## src/rtl/c17_eval_sched.sv

```systemverilog
// c17_eval_sched: round-robin scheduler sharing one c17 evaluation unit among NUM_REQ requesters
module c17_eval_sched #(
   parameter int NUM_REQ  = 4,
   parameter int EVAL_LAT = 2,
   parameter int IDX_W    = 2
) (
   input  logic                   clk,
   input  logic                   rst_n,
   input  logic [NUM_REQ-1:0]     req_valid,
   input  logic [5*NUM_REQ-1:0]   req_pi,
   output logic [NUM_REQ-1:0]     req_ready,
   output logic [NUM_REQ-1:0]     rsp_valid,
   output logic [1:0]             rsp_po,
   input  logic [NUM_REQ-1:0]     rsp_ready,
   output logic [4:0]             ev_pi,
   output logic                   ev_start,
   input  logic [1:0]             ev_po,
   output logic                   busy,
   output logic [15:0]            done_cnt
);
   typedef enum logic [1:0] {IDLE, EVAL, RESP} state_t;
   state_t             state_q;
   logic [IDX_W-1:0]   rr_ptr_q, gnt_q, gnt_d, cand;
   logic               gnt_vld_d;
   logic [3:0]         cnt_q;
   logic [4:0]         ev_pi_q;
   logic               ev_start_q, busy_q;
   logic [1:0]         rsp_po_q;
   logic [NUM_REQ-1:0] rsp_valid_q;
   logic [15:0]        done_cnt_q;
   // grant search from rr_ptr; scanning offsets high to low lets the nearest valid requester win
   always_comb begin
      gnt_d     = rr_ptr_q;
      gnt_vld_d = 1'b0;
      cand      = '0;
      for (int k = NUM_REQ - 1; k >= 0; k--) begin
         cand = IDX_W'((int'(rr_ptr_q) + k) % NUM_REQ);
         if (req_valid[cand]) begin
            gnt_d     = cand;
            gnt_vld_d = 1'b1;
         end
      end
   end
   // accept is offered only in IDLE and is forced low while reset is asserted
   always_comb begin
      req_ready = (rst_n && state_q == IDLE && gnt_vld_d) ? NUM_REQ'(1) << gnt_d : '0;
   end
   // issue / count-down / respond sequencing with registered outputs
   always_ff @(posedge clk or negedge rst_n) begin
      if (!rst_n) begin
         state_q     <= IDLE;
         rr_ptr_q    <= '0;
         gnt_q       <= '0;
         cnt_q       <= '0;
         ev_pi_q     <= '0;
         ev_start_q  <= 1'b0;
         busy_q      <= 1'b0;
         rsp_po_q    <= '0;
         rsp_valid_q <= '0;
         done_cnt_q  <= '0;
      end else begin
         ev_start_q <= 1'b0;
         if (state_q == IDLE) begin
            if (gnt_vld_d) begin
               ev_pi_q    <= req_pi[5*gnt_d +: 5];
               gnt_q      <= gnt_d;
               cnt_q      <= 4'(EVAL_LAT - 1);
               ev_start_q <= 1'b1;
               busy_q     <= 1'b1;
               state_q    <= EVAL;
            end
         end else if (state_q == EVAL) begin
            if (cnt_q == 4'd0) begin
               rsp_po_q    <= ev_po;
               rsp_valid_q <= NUM_REQ'(1) << gnt_q;
               state_q     <= RESP;
            end else begin
               cnt_q <= cnt_q - 4'd1;
            end
         end else if (state_q == RESP) begin
            if (rsp_ready[gnt_q]) begin
               rsp_valid_q <= '0;
               done_cnt_q  <= done_cnt_q + 16'd1;
               rr_ptr_q    <= (gnt_q == IDX_W'(NUM_REQ - 1)) ? '0 : gnt_q + IDX_W'(1);
               busy_q      <= 1'b0;
               state_q     <= IDLE;
            end
         end else begin
            busy_q  <= 1'b0;
            state_q <= IDLE;
         end
      end
   end
   assign ev_pi     = ev_pi_q;
   assign ev_start  = ev_start_q;
   assign busy      = busy_q;
   assign rsp_po    = rsp_po_q;
   assign rsp_valid = rsp_valid_q;
   assign done_cnt  = done_cnt_q;
endmodule
```

## config.mk

```make
export PLATFORM = sky130hd
export DESIGN_NAME = c17_eval_sched
export DESIGN_NICKNAME = d
export VERILOG_FILES = /design/src/rtl/c17_eval_sched.sv
export SDC_FILE = /design/constraint.sdc
export NUM_CORES = 1
export LEC_CHECK = 0
export ABC_CLOCK_PERIOD_IN_PS = 2200
export CAP_MARGIN = 20
export CELL_PAD_IN_SITES_DETAIL_PLACEMENT = 1
export CELL_PAD_IN_SITES_GLOBAL_PLACEMENT = 1
export CORE_MARGIN = 1
export CORE_UTILIZATION = 36
export CTS_CLUSTER_DIAMETER = 120
export CTS_CLUSTER_SIZE = 8
export DETAILED_ROUTE_END_ITERATION = 8
export DONT_BUFFER_PORTS = 1
export HOLD_SLACK_MARGIN = 0.12
export PLACE_DENSITY_LB_ADDON = 0.1
export SLEW_MARGIN = 20
export SYNTH_ARGS = -nofsm -noshare
export SYNTH_HDL_FRONTEND = slang
export SYNTH_SLANG_ARGS = --single-unit
```

## constraint.sdc

```tcl
create_clock -name clk -period 2.2 [get_ports clk]
set_input_delay 0.44 -clock clk [delete_from_list [all_inputs] [get_ports clk]]
set_output_delay 0.44 -clock clk [all_outputs]
set_load 0.005 [all_outputs]
```

# ---- After elaboration in Yosys (flattened, before gate mapping)
# Index checks and enable logic that the tools add are counted.
dict set report word_totals {
  out_inout_bits 33
  word_cells 92
  ff_bits 39
}
dict set report op_classes {
  n_shift 3
  reduce_logical 14
  mux 41
  mul 1
  eq_ne 10
  n_bitwise 2
  addsub 6
  n_lt_le_gt_ge 5
}
# op n
set op_table {}
lappend op_table {{2-to-1 mux 4 bit} 9}
lappend op_table {{2-to-1 mux 2 bit} 11}
lappend op_table {{variable part select 20 x 6 -> 5 bit} 1}
lappend op_table {{adder 16 x 1 -> 16 bit, second input constant} 1}
lappend op_table {{2-to-1 mux 1 bit} 16}
lappend op_table {{< comparator 2 x 3 -> 1 bit, second input constant} 5}
lappend op_table {{AND reduction 3 bit} 4}
lappend op_table {{binary-select mux 1 bit (select 2 bit)} 5}
lappend op_table {{AND reduction 4 bit} 2}
lappend op_table {{<< shifter 1 x 2 -> 4 bit, first input constant} 2}
lappend op_table {{!= test 2 bit, second input constant} 3}
lappend op_table {{!= test 3 x 2 -> 1 bit, second input constant} 2}
lappend op_table {{nonzero test 2 bit} 3}
lappend op_table {{multiplier 3 x 2 -> 5 bit, first input constant} 1}
lappend op_table {{adder 2 x 1 -> 2 bit, second input constant} 2}
lappend op_table {{adder 2 bit, second input constant} 2}
lappend op_table {{== test 2 bit, second input constant} 2}
lappend op_table {{zero test 4 bit} 1}
lappend op_table {{!= test 4 x 3 -> 1 bit, second input constant} 1}
lappend op_table {{subtractor 4 x 1 -> 4 bit, second input constant} 1}
lappend op_table {{== test 2 x 1 -> 1 bit, second input constant} 1}
lappend op_table {{logical AND 1 bit} 2}
lappend op_table {{zero test 2 bit} 1}
lappend op_table {{!= test 2 x 1 -> 1 bit, second input constant} 1}
lappend op_table {{other kinds (2)} 3}

# ---- Logic depth before layout (Yosys ltp)
# Gate-level depths: netlist of run 1.
dict set report depth {
  ltp_word 9
  ltp_mapped 8
  depth_no_buf 7
}

# ---- Worst setup path after synthesis of run 1
# No wires, ideal clock.
dict set report synth_path {
  path_type {register -> output}
  startpoint {register state_q[0]}
  endpoint {output port req_ready[2]}
  t_arrival_ns 1.612
  path_slack_ns 0.148
  stages_incl_launch_ff 8
  n_path_buf 1
  path_cell_list {dfrtp_1 -> inv_1 -> ha_1 -> or2b_2 -> inv_2 -> buf_2 -> nand2_1 -> nor3b_1}
}
dict set report synth_between {
  elab_chain_cells 4
}
# element line_no
set synth_lines {}
lappend synth_lines {{from (decl)} 22} ;# state_t state_q;
lappend synth_lines {{from (signal assigned)} 51} ;# state_q <= IDLE;
lappend synth_lines {{from (signal assigned)} 70} ;# state_q <= EVAL;
lappend synth_lines {{from (signal assigned)} 76} ;# state_q <= RESP;
lappend synth_lines {{zero test 2 bit} 46} ;# req_ready = (rst_n && state_q == IDLE && gnt_vld_d) ? NUM_REQ'(1) << gnt_d : '0;
lappend synth_lines {{logical AND 1 bit (2 in a row)} 46}
lappend synth_lines {{2-to-1 mux 4 bit} 46}
lappend synth_lines {{to (decl)} 11} ;# output logic [NUM_REQ-1:0] req_ready,
# No other way between the ends.

# ---- Worst setup path after layout of run 1
dict set report layout_path {
  startpoint {register state_q[1]}
  endpoint {output port req_ready[2]}
}
# Same word-level chain as after synthesis.

==> results.json, run 1 <==
{
  "syn_inst": 191,
  "port_buffers": 0,
  "rsz0062_at_grt": "false",
  "grt_max_degree": 40,
  "drt_iter0_drc": 84,
  "drive_gt1_share_pct": 19.90,
  "wl_met1_um": 2104,
  "synth-async-reset-ratio_pct": 100.0,
  "antenna_found_initial": 0,
  "synthToLayoutAreaGrowth_pct": 14.20,
  "cts_htree_levels": 2,
  "placed_cell_area_sq_mm": 0.002218,
  "regArea_sq_um": 975.9,
  "netlist_area_sq_mm": 0.002150,
  "place_congestion": 0.7178,
  "worstPathArrival_ns": 1.66,
  "fill_cells": 594,
  "clk_pin_slew_ns": 0.08,
  "setup-tns-final_ns": 0,
  "wl_met2_um": 2455,
  "grt_pass1_vias": 1621,
  "crit_type": "reg2out",
  "clock_skew_ns": 0.008568,
  "cts.sinks": 39,
  "drc": 0,
  "drtAntennaViolNets": 0,
  "dr_wl_met3_um": 350,
  "die_area_sq_mm": 0.006284,
  "multi_input_area_sq_mm": 0.001127,
  "synth_nets": 235,
  "syn_avg_cell_area_sq_um": 11.25,
  "timing.fmax_ghz": 0.4768,
  "crit_path_end_kind": "output port",
  "finalHoldViolCount": 0,
  "worst_pin_slew_ns": 0.4770,
  "root_buffer": "clkbuf_8",
  "clk_latency_ns": 0.30,
  "grt_pass1_wl_um": 8114,
  "start_util_pct": 38.10,
  "ys_warn_count": 0,
  "synth-seq-area-share_pct": 45.40,
  "cts_tree": "done",
  "post_drt_wl_per_cell_um": 17.86,
  "num_antenna_cells": 0,
  "grt_overflow": 0,
  "wirelength_um": 4965,
  "ys_types": 42,
  "dr.pass1.iters": 4,
  "ir_worst_vdd_uv": 589.2,
  "place_hpwl_um": 3683,
  "relSlewSlack_pct": 67.93,
  "hp-class": "in2reg",
  "cts_buffers": 5,
  "die_h_um": 79.27,
  "p_leak_nw": 1.089,
  "rows": 27,
  "slew_violations": 0,
  "synth-edff-count": 0,
  "fin_nets": 249,
  "yosys.area.top_type": "dfrtp_1",
  "grtUsageTotal_pct": 17.10,
  "coreArea_sq_mm": 0.005642,
  "via_count": 1507,
  "ioPinCount": 65,
  "fin_crit_ns": 2.097,
  "period_share_pct": 95.33,
  "synth.top_cell.area_share_pct": 45.40,
  "critPathMaxFanout": 6,
  "worstPathRequired_ns": 1.76,
  "ys.flop_type": "dfrtp_1",
  "design_area_sq_mm": 0.002455,
  "viasPerCell": 5.421,
  "ctsLongestPathBuffers": 2,
  "powerDensity_mw_per_mm2": 1227,
  "outcome": "completed",
  "setup_viol": 0,
  "fin_total_pwr_mw": 3.012,
  "cp-start-kind": "register",
  "routed.top_layer": "met4",
  "netlist_top_cells_area": "dfrtp_1 45%, ha_1 7.0%, xnor2_1 6.1%",
  "synth_seq_cells": 39,
  "die_w_um": 79.27,
  "cap_violations": 0
}
sequential cells by signal, summed over array words and instances (netlist names), 2 cells and up:
register and cells:
done_cnt 16, ev_pi 5, cnt_q 4, rsp_valid 4, gnt_q 2, rr_ptr_q 2
rsp_po 2, state_q 2
power breakdown:
part | switching, mW | internal [mW] | total [mW]
combinational | 0.651 | 0.623 | 1.27
sequential | 0.212 | 0.921 | 1.13
clock | 0.268 | 0.338 | 0.605
total | 1.13 | 1.88 | 3.01
Yosys cell counts (3+ instances only):
cell	number
a21oi_1	6
a221oi_1	4
a22o_1	9
dfrtp_1	39
ha_1	12
inv_1	10
mux2_2	6
mux2i_1	10
nand2_1	11
nand3_1	8
nor2_1	16
nor2b_1	4
nor3_1	3
o21ai_1	3
xnor2_1	15
final timing paths:
check	cells past startpoint	startpoint	to	slack, ns
setup / recovery	6	state_q[1]$_DFFE_PN0P_	req_ready[2]	0.10
min in group asynchronous	2	rst_n	rsp_valid[2]$_DFFE_PN0P_	0.61
max in group asynchronous	2	rst_n	cnt_q[0]$_DFFE_PN0P_	1.39
setup reg to reg	7	state_q[1]$_DFFE_PN0P_	done_cnt[13]$_DFFE_PN0P_	0.14
hold reg to reg	1	done_cnt[15]$_DFFE_PN0P_	done_cnt[15]$_DFFE_PN0P_	0.50
hold / removal	1	ev_po[1]	rsp_po[1]$_DFFE_PN0P_	0.29
placed cells by master, fill, tap and decap left out, drive strengths merged, types with 3 or more instances in the layout:
master and n:
dfrtp 39, mux2 6, nor3 3, a21oi 6, buf 11, inv 11, nor4 4, clkbuf 5
xnor2 15, a22o 9, mux2i 10, nand2 12, nor2 16, nor3b 3, o21ai 4, ha 12
nor2b 4, nand3 8, a221oi 5
layer usage:
metal	vias to the layer above	GRT usage, %
met5	-	0
met4	0	5.818
met3	5	5.862
met2	52	28.53
met1	747	20.43
li1	703	-
critical path, cell delays in order, from the launching register on:
cell	delay, ns
dfrtp_1	0.41
inv_2	0.11
ha_4	0.16
or2b_4	0.29
inv_4	0.08
nand2_1	0.09
nor3b_2	0.21
repair_timing:
action,CTS,global route
buffers inserted,0,8
setup endpoints to repair,4,9
hold buffers,2,0
pin swaps,0,3
hold endpoints to repair,39,0
resized for setup,7,2
cell type report:
class / count / share of cell area (%)
Multi-Input combinational cell: 136 / 45.92
Sequential cell: 39 / 39.76
Timing Repair Buffer: 12 / 4.281
Tap cell: 72 / 3.670
Clock buffer: 5 / 2.803
Clock inverter: 3 / 1.784
Inverter: 11 / 1.784
through the flow:
stage | utilization [%] | worst slack (ns) | hold WS [ns] | cells
after detailed placement | 39.32 | 0.06896 | 0.1455 | 260
after global placement | 39.32 | 0.1781 | 0.1458 | 260
final | 43.51 | 0.1027 | 0.2878 | 278
after floorplan | - | 0.1479 | 0.1444 | 191
after CTS | 42.29 | 0.007441 | 0.2808 | 270
after global routing | 43.51 | 0.01094 | 0.2777 | 278
logic make-up after synthesis:
group	Yosys count	share of synthesized area, %
AO/OA/AOI/OAI	31	11.87
flip-flops	39	45.40
buffers and inverters	16	3.609
XOR/XNOR	17	6.927
multiplexers	17	8.847
AND/OR/NAND/NOR	59	16.36
adder cells (fa/ha/maj)	12	6.985
Note: power is estimated with default switching activity, not from simulation.
==> inputs of run 2 (changes only) <==
--- a/config.mk
+++ b/config.mk
@@ -7,8 +7,8 @@
 export LEC_CHECK = 0
 export ABC_CLOCK_PERIOD_IN_PS = 2200
 export CAP_MARGIN = 20
-export CELL_PAD_IN_SITES_DETAIL_PLACEMENT = 1
-export CELL_PAD_IN_SITES_GLOBAL_PLACEMENT = 1
+export CELL_PAD_IN_SITES_DETAIL_PLACEMENT = 2
+export CELL_PAD_IN_SITES_GLOBAL_PLACEMENT = 2
 export CORE_MARGIN = 1
 export CORE_UTILIZATION = 36
 export CTS_CLUSTER_DIAMETER = 120
==> run 2 against run 1 <==
Compared with the run above:
- critical path depth is the same
- first-iteration DRC count is 49% lower
- largest cell class unchanged
- critical endpoint is now req_ready[3]
- non-clock buffer count decreased by 2
- sequential share of layout area about the same
- global-route usage grew 1.8 points
- combinational power barely moved
- via count grew 2.4%
- utilization about the same
- flip-flop and latch count unchanged
- critical path type unchanged
==> results.json, run 2 (synthesized netlist as in run 1, its figures left out) <==
{
  "grt_max_degree": 40,
  "crit_family": "simple AND/OR/NAND/NOR gates",
  "fin_util_pct": 43.56,
  "place_congestion": 0.7259,
  "fin_crit_ns": 2.112,
  "die_w_um": 79.27,
  "wirelength_um": 5607,
  "num_antenna_cells": 0,
  "worst_pin_slew_ns": 0.5161,
  "cts_htree_levels": 2,
  "drive_gt1_share_pct": 18.63,
  "fill_cells": 566,
  "cts.sinks": 39,
  "slowest_stage": "dfrtp_1",
  "worstPathRequired_ns": 1.76,
  "setup_viol": 0,
  "die_area_sq_mm": 0.006284,
  "min_to": "rsp_po[0]$_DFFE_PN0P_",
  "coreArea_sq_mm": 0.005642,
  "post_drt_wl_per_cell_um": 20.32,
  "via_count": 1543,
  "final_common_cell": "dfrtp_1",
  "hp-start": "ev_po[0]",
  "final_cells": 276,
  "p_int_mw": 1.972,
  "outcome": "completed",
  "p_leak_nw": 1.086,
  "path_cells": "inv_2 -> ha_4 -> or2b_4 -> inv_4 -> nand2_1 -> nor3_1",
  "comb_power_share_pct": 41.2,
  "rrSetupSlack_ns": 0.15,
  "timing.fmax_ghz": 0.4734,
  "powerDensity_mw_per_mm2": 1275,
  "sequentialPowerShare_pct": 35.9,
  "ir_worst_vdd_uv": 476.7,
  "rows": 27,
  "grtUsageTotal_pct": 18.88,
  "relSlewSlack_pct": 65.30,
  "clockPowerShare_pct": 22.9,
  "clk_pin_slew_ns": 0.08,
  "holdPathStages": 1,
  "hp-class": "in2reg",
  "p_sw_share_pct": 37.06,
  "root_buffer": "clkbuf_8",
  "ctsLongestPathBuffers": 2,
  "reg2reg_from": "state_q[0]$_DFFE_PN0P_",
  "synthToLayoutAreaGrowth_pct": 14.32,
  "port_buffers": 0,
  "grt_pass1_vias": 1729,
  "place_hpwl_um": 4011,
  "die_h_um": 79.27,
  "crit_type": "reg2out",
  "critPathMaxFanout": 6,
  "clk_latency_ns": 0.29,
  "fin_nets": 247,
  "dr.pass1.iters": 4,
  "drt_iter0_drc": 43,
  "drtAntennaViolNets": 0,
  "setup-tns-final_ns": 0,
  "p_sw_mw": 1.162,
  "fin_total_pwr_mw": 3.134,
  "start_util_pct": 38.10,
  "grt_overflow": 0,
  "path_buf_inv": 2,
  "cp-start-kind": "register",
  "ioPinCount": 65,
  "slew_violations": 0,
  "grt_pass1_wl_um": 8976,
  "drc": 0,
  "largest_register_ffs": 16,
  "period_share_pct": 96.02,
  "cts_buffers": 5,
  "place_inst": 262,
  "crit_path_end_kind": "output port",
  "finalHoldViolCount": 0,
  "worstRegToRegCells": 7,
  "clock_skew_ns": 0.008383,
  "viasPerCell": 5.591,
  "worstPathArrival_ns": 1.67,
  "final_cell_mix": "39 x dfrtp_1, 16 x nor2_1, 15 x xnor2_1",
  "antenna_found_initial": 0,
  "cts_tree": "done",
  "r2r-end": "done_cnt[13]$_DFFE_PN0P_",
  "cap_violations": 0,
  "max_stage_delay_ns": 0.41
}
[run 2: cell count changes in the layout (fill, tap and decap cells not counted)]
| cell | change |
|---|---|
| nor3_2 | -1 |
| buf_4 | -2 |
| ha_1 | -1 |
| ha_2 | +1 |
| clkbuf_1 | +1 |
| bufinv_16 | +1 |
| nor3_1 | +1 |
| clkinv_2 | -1 |
| clkinv_4 | -1 |
[run 2: power by group through the flow]
stage / Sequential, mW / Combinational, mW / Clock, mW
floorplan: 1.08 / 0.902 / 0
global placement: 1.13 / 1.07 / 0
detailed placement: 1.15 / 1.14 / 0
CTS: 1.13 / 1.27 / 0.735
global route: 1.16 / 1.42 / 0.763
finish: 1.13 / 1.29 / 0.717
[run 2: how the worst max path moves through the flow]
stage                               end                    from  slack, ns  depth (start not counted)
3_5_place_dp   done_cnt[13]$_DFFE_PN0P_  state_q[1]$_DFFE_PN0P_       0.07                          7
6_report                   req_ready[3]  state_q[0]$_DFFE_PN0P_       0.09                          6
2_1_floorplan              req_ready[2]  state_q[0]$_DFFE_PN0P_       0.15                          7
4_1_cts        done_cnt[13]$_DFFE_PN0P_  state_q[0]$_DFFE_PN0P_      0.003                          7
3_3_place_gp   done_cnt[13]$_DFFE_PN0P_  state_q[1]$_DFFE_PN0P_       0.22                          7
5_1_grt                    req_ready[2]  state_q[0]$_DFFE_PN0P_      -0.01                          6
[run 2: repair_timing]
action / CTS / global route
resized for setup: 7 / 2
pin swaps: 1 / 1
setup endpoints to repair: 4 / 6
buffers inserted: 3 / 1
hold buffers: 2 / 0
hold endpoints to repair: 39 / 0
gates cloned: 0 / 0
[run 2: area by class of cell]
class / instances / area (sq um) / share of cell area, %
inverter: 11 / 43.79 / 1.782
timing repair buffer: 10 / 90.09 / 3.666
clock buffer: 6 / 72.57 / 2.953
sequential: 39 / 975.9 / 39.71
clock inverter: 2 / 60.06 / 2.444
tap: 72 / 90.09 / 3.666
multi-input combinational: 136 / 1125 / 45.77
[run 2: metal layers]
layer | GRT usage (%) | vias to the layer above | wire length (um)
met3 | 4.713 | 6 | 241
met4 | 4.364 | 0 | 52
li1 | - | 704 | -
met2 | 32.67 | 44 | 2898
met1 | 23.49 | 789 | 2414
met5 | 0 | - | 0
[run 2: worst register-to-register path, stage by stage (launching register included)]
cell and delay (ns):
dfrtp_1 0.41, buf_4 0.15, ha_2 0.25, nor3b_4 0.28
nand2_4 0.16, nor4_4 0.35, nand4_1 0.17, xnor2_1 0.17
[run 2: per-stage QoR]
step | setup slack (ns) | hold WS, ns | cell area, sq um
after floorplan | 0.1479 | 0.1444 | 2150
after global placement | 0.2191 | 0.1454 | 2233
after detailed placement | 0.07273 | 0.1457 | 2233
after CTS | 0.002641 | 0.2862 | 2441
after global routing | -0.009538 | 0.2836 | 2457
final | 0.08764 | 0.2935 | 2457
==> inputs of run 3 (changes only) <==
--- a/config.mk
+++ b/config.mk
@@ -5,7 +5,7 @@
 export SDC_FILE = /design/constraint.sdc
 export NUM_CORES = 1
 export LEC_CHECK = 0
-export ABC_CLOCK_PERIOD_IN_PS = 2200
+export ABC_CLOCK_PERIOD_IN_PS = 2300
 export CAP_MARGIN = 20
 export CELL_PAD_IN_SITES_DETAIL_PLACEMENT = 2
 export CELL_PAD_IN_SITES_GLOBAL_PLACEMENT = 2
==> constraint.sdc (replaced) <==
create_clock -name clk -period 2.3 [get_ports clk]
set_input_delay 0.46 -clock clk [delete_from_list [all_inputs] [get_ports clk]]
set_output_delay 0.46 -clock clk [all_outputs]
set_load 0.005 [all_outputs]
==> run 3 against run 2 <==
Compared with the run above:
- clock skew down 0.0047 ns
- non-clock buffer count down 4
- register-to-register slack got worse by 0.04 ns
- sequential power shrank 4%
- critical endpoint is now req_ready[2]
- highest routed layer unchanged
==> results.json, run 3 (synthesized netlist as in run 1, its figures left out) <==
{
  "critPathLaunch": "state_q[1]$_DFFE_PN0P_",
  "drtAntennaViolNets": 0,
  "critPathMaxFanout": 8,
  "final_cells": 272,
  "num_antenna_cells": 0,
  "cap_violations": 0,
  "worst_pin_slew_ns": 0.4259,
  "cts.sinks": 39,
  "synthToLayoutAreaGrowth_pct": 10.71,
  "comb_power_share_pct": 43.4,
  "dr.pass1.iters": 4,
  "slew_violations": 0,
  "ctsLongestPathBuffers": 2,
  "grt_pass1_vias": 1695,
  "coreArea_sq_mm": 0.005642,
  "cts_tree": "done",
  "pre_cts_ws_ns": 0.1074,
  "cp_common_cell": "inv_2",
  "setup_viol": 0,
  "rows": 27,
  "clk_latency_ns": 0.29,
  "grt_overflow": 0,
  "path_cells": "inv_2 -> ha_4 -> or2b_4 -> inv_2 -> nand2_1 -> nor3b_2",
  "clk_pin_slew_ns": 0.08,
  "timing.fmax_ghz": 0.4493,
  "p_sw_share_pct": 40.01,
  "grt_pass1_wl_um": 8873,
  "fill_cells": 589,
  "largest_register_ffs": 16,
  "grt_max_degree": 40,
  "relSlewSlack_pct": 71.37,
  "crit_path_end_kind": "output port",
  "die_area_sq_mm": 0.006284,
  "outcome": "completed",
  "hp-start": "ev_po[0]",
  "final_cell_mix": "39 x dfrtp_1, 16 x nor2_1, 15 x xnor2_1",
  "drive_gt1_share_pct": 17.00,
  "cts_buffers": 5,
  "max_stage_delay_ns": 0.42,
  "root_buffer": "clkbuf_8",
  "ir_worst_vdd_uv": 393.6,
  "crit_type": "reg2out",
  "place_hpwl_um": 3998,
  "period_share_pct": 96.77,
  "powerDensity_mw_per_mm2": 1142,
  "port_buffers": 0,
  "setup-tns-final_ns": 0,
  "start_util_pct": 38.10,
  "clockPowerShare_pct": 16.9,
  "clock_skew_ns": 0.003676,
  "die_w_um": 79.27,
  "fin_crit_ns": 2.226,
  "die_h_um": 79.27,
  "p_int_mw": 1.630,
  "place_inst": 260,
  "post_drt_wl_per_cell_um": 20.03,
  "cp-start-kind": "register",
  "grtUsageTotal_pct": 18.67,
  "sequentialPowerShare_pct": 39.7,
  "worstPathRequired_ns": 1.84,
  "hold_slack_ns": 0.3142,
  "setup_ws_ns": 0.07433,
  "rsz0062_at_grt": "true",
  "fin_nets": 243,
  "worstPathArrival_ns": 1.77,
  "viasPerCell": 5.574,
  "reg2reg_from": "state_q[0]$_DFFE_PN0P_",
  "wirelength_um": 5449,
  "finalHoldViolCount": 0,
  "drc": 0,
  "p_leak_nw": 1.043,
  "antenna_found_initial": 0,
  "cts_htree_levels": 2,
  "hp-class": "in2reg",
  "ioPinCount": 65,
  "place_congestion": 0.6920,
  "via_count": 1516,
  "p_sw_mw": 1.087,
  "slowest_stage": "dfrtp_1",
  "drt_iter0_drc": 47,
  "final_common_cell": "dfrtp_1"
}
## run 3: cell count changes in the layout (fill, tap and decap cells not counted), sizes merged
cell      previous run  this run
buf                  9         5
bufinv               2         0
clkinv               0         1
clkinvlp             0         1
## run 3: timing repair
item | in CTS | in global routing
hold endpoints to repair | 39 | 0
resized for setup | 6 | 2
buffers inserted | 1 | 1
pin swaps | 0 | 1
setup endpoints to repair | 4 | 10
gates cloned | 0 | 0
hold buffers | 2 | 0
## run 3: area by class of cell
cell class                      count  area [sq um]  area share [%]
Multi-Input combinational cell    136          1127           47.37
Clock buffer                        6         72.57           3.049
Inverter                           11         41.29           1.735
Sequential cell                    39         975.9           41.01
Clock inverter                      2         12.51          0.5258
Timing Repair Buffer                6         60.06           2.524
Tap cell                           72         90.09           3.785
## run 3: power groups by stage
stage	registers, mW	logic, mW	clock network [mW]
finish	1.08	1.18	0.459
global route	1.12	1.32	0.503
CTS	1.09	1.16	0.481
detailed placement	1.10	1.08	0
global placement	1.08	0.992	0
floorplan	1.03	0.863	0
## run 3: path summary, 6_finish.rpt
| check | slack (ns) | endpoint | cells past startpoint |
|---|---|---|---|
| min reg2reg | 0.52 | done_cnt[15]$_DFFE_PN0P_ | 1 |
| min in group asynchronous | 0.65 | state_q[1]$_DFFE_PN0P_ | 2 |
| min | 0.31 | rsp_po[0]$_DFFE_PN0P_ | 1 |
| max | 0.07 | req_ready[2] | 6 |
| max in group asynchronous | 1.45 | rsp_valid[3]$_DFFE_PN0P_ | 2 |
| max reg2reg | 0.11 | done_cnt[13]$_DFFE_PN0P_ | 7 |
## run 3: metal layers
| layer | global-route usage, % | vias to the layer above | part of all wire [%] |
|---|---|---|---|
| met4 | 5.455 | 0 | 1.3 |
| met1 | 23.26 | 769 | 43 |
| met5 | 0 | - | 0 |
| met2 | 31.38 | 46 | 50 |
| li1 | - | 693 | - |
| met3 | 5.172 | 8 | 5.2 |
## run 3: per-stage QoR
| stage | util (%) | total power, mW | instance area [sq um] |
|---|---|---|---|
| after floorplan | - | 1.897 | 2150 |
| after global placement | 39.32 | 2.076 | 2218 |
| after detailed placement | 39.32 | 2.180 | 2218 |
| after CTS | 41.89 | 2.723 | 2364 |
| after global routing | 42.18 | 2.936 | 2380 |
| final | 42.18 | 2.717 | 2380 |
## run 3: worst max-delay path: cells and delay by family, from the launching register on
kind,cells,cell delay (ns)
buf+inv,2,0.23
flops,1,0.42
fa+ha+maj,1,0.21
simple gates,3,0.60
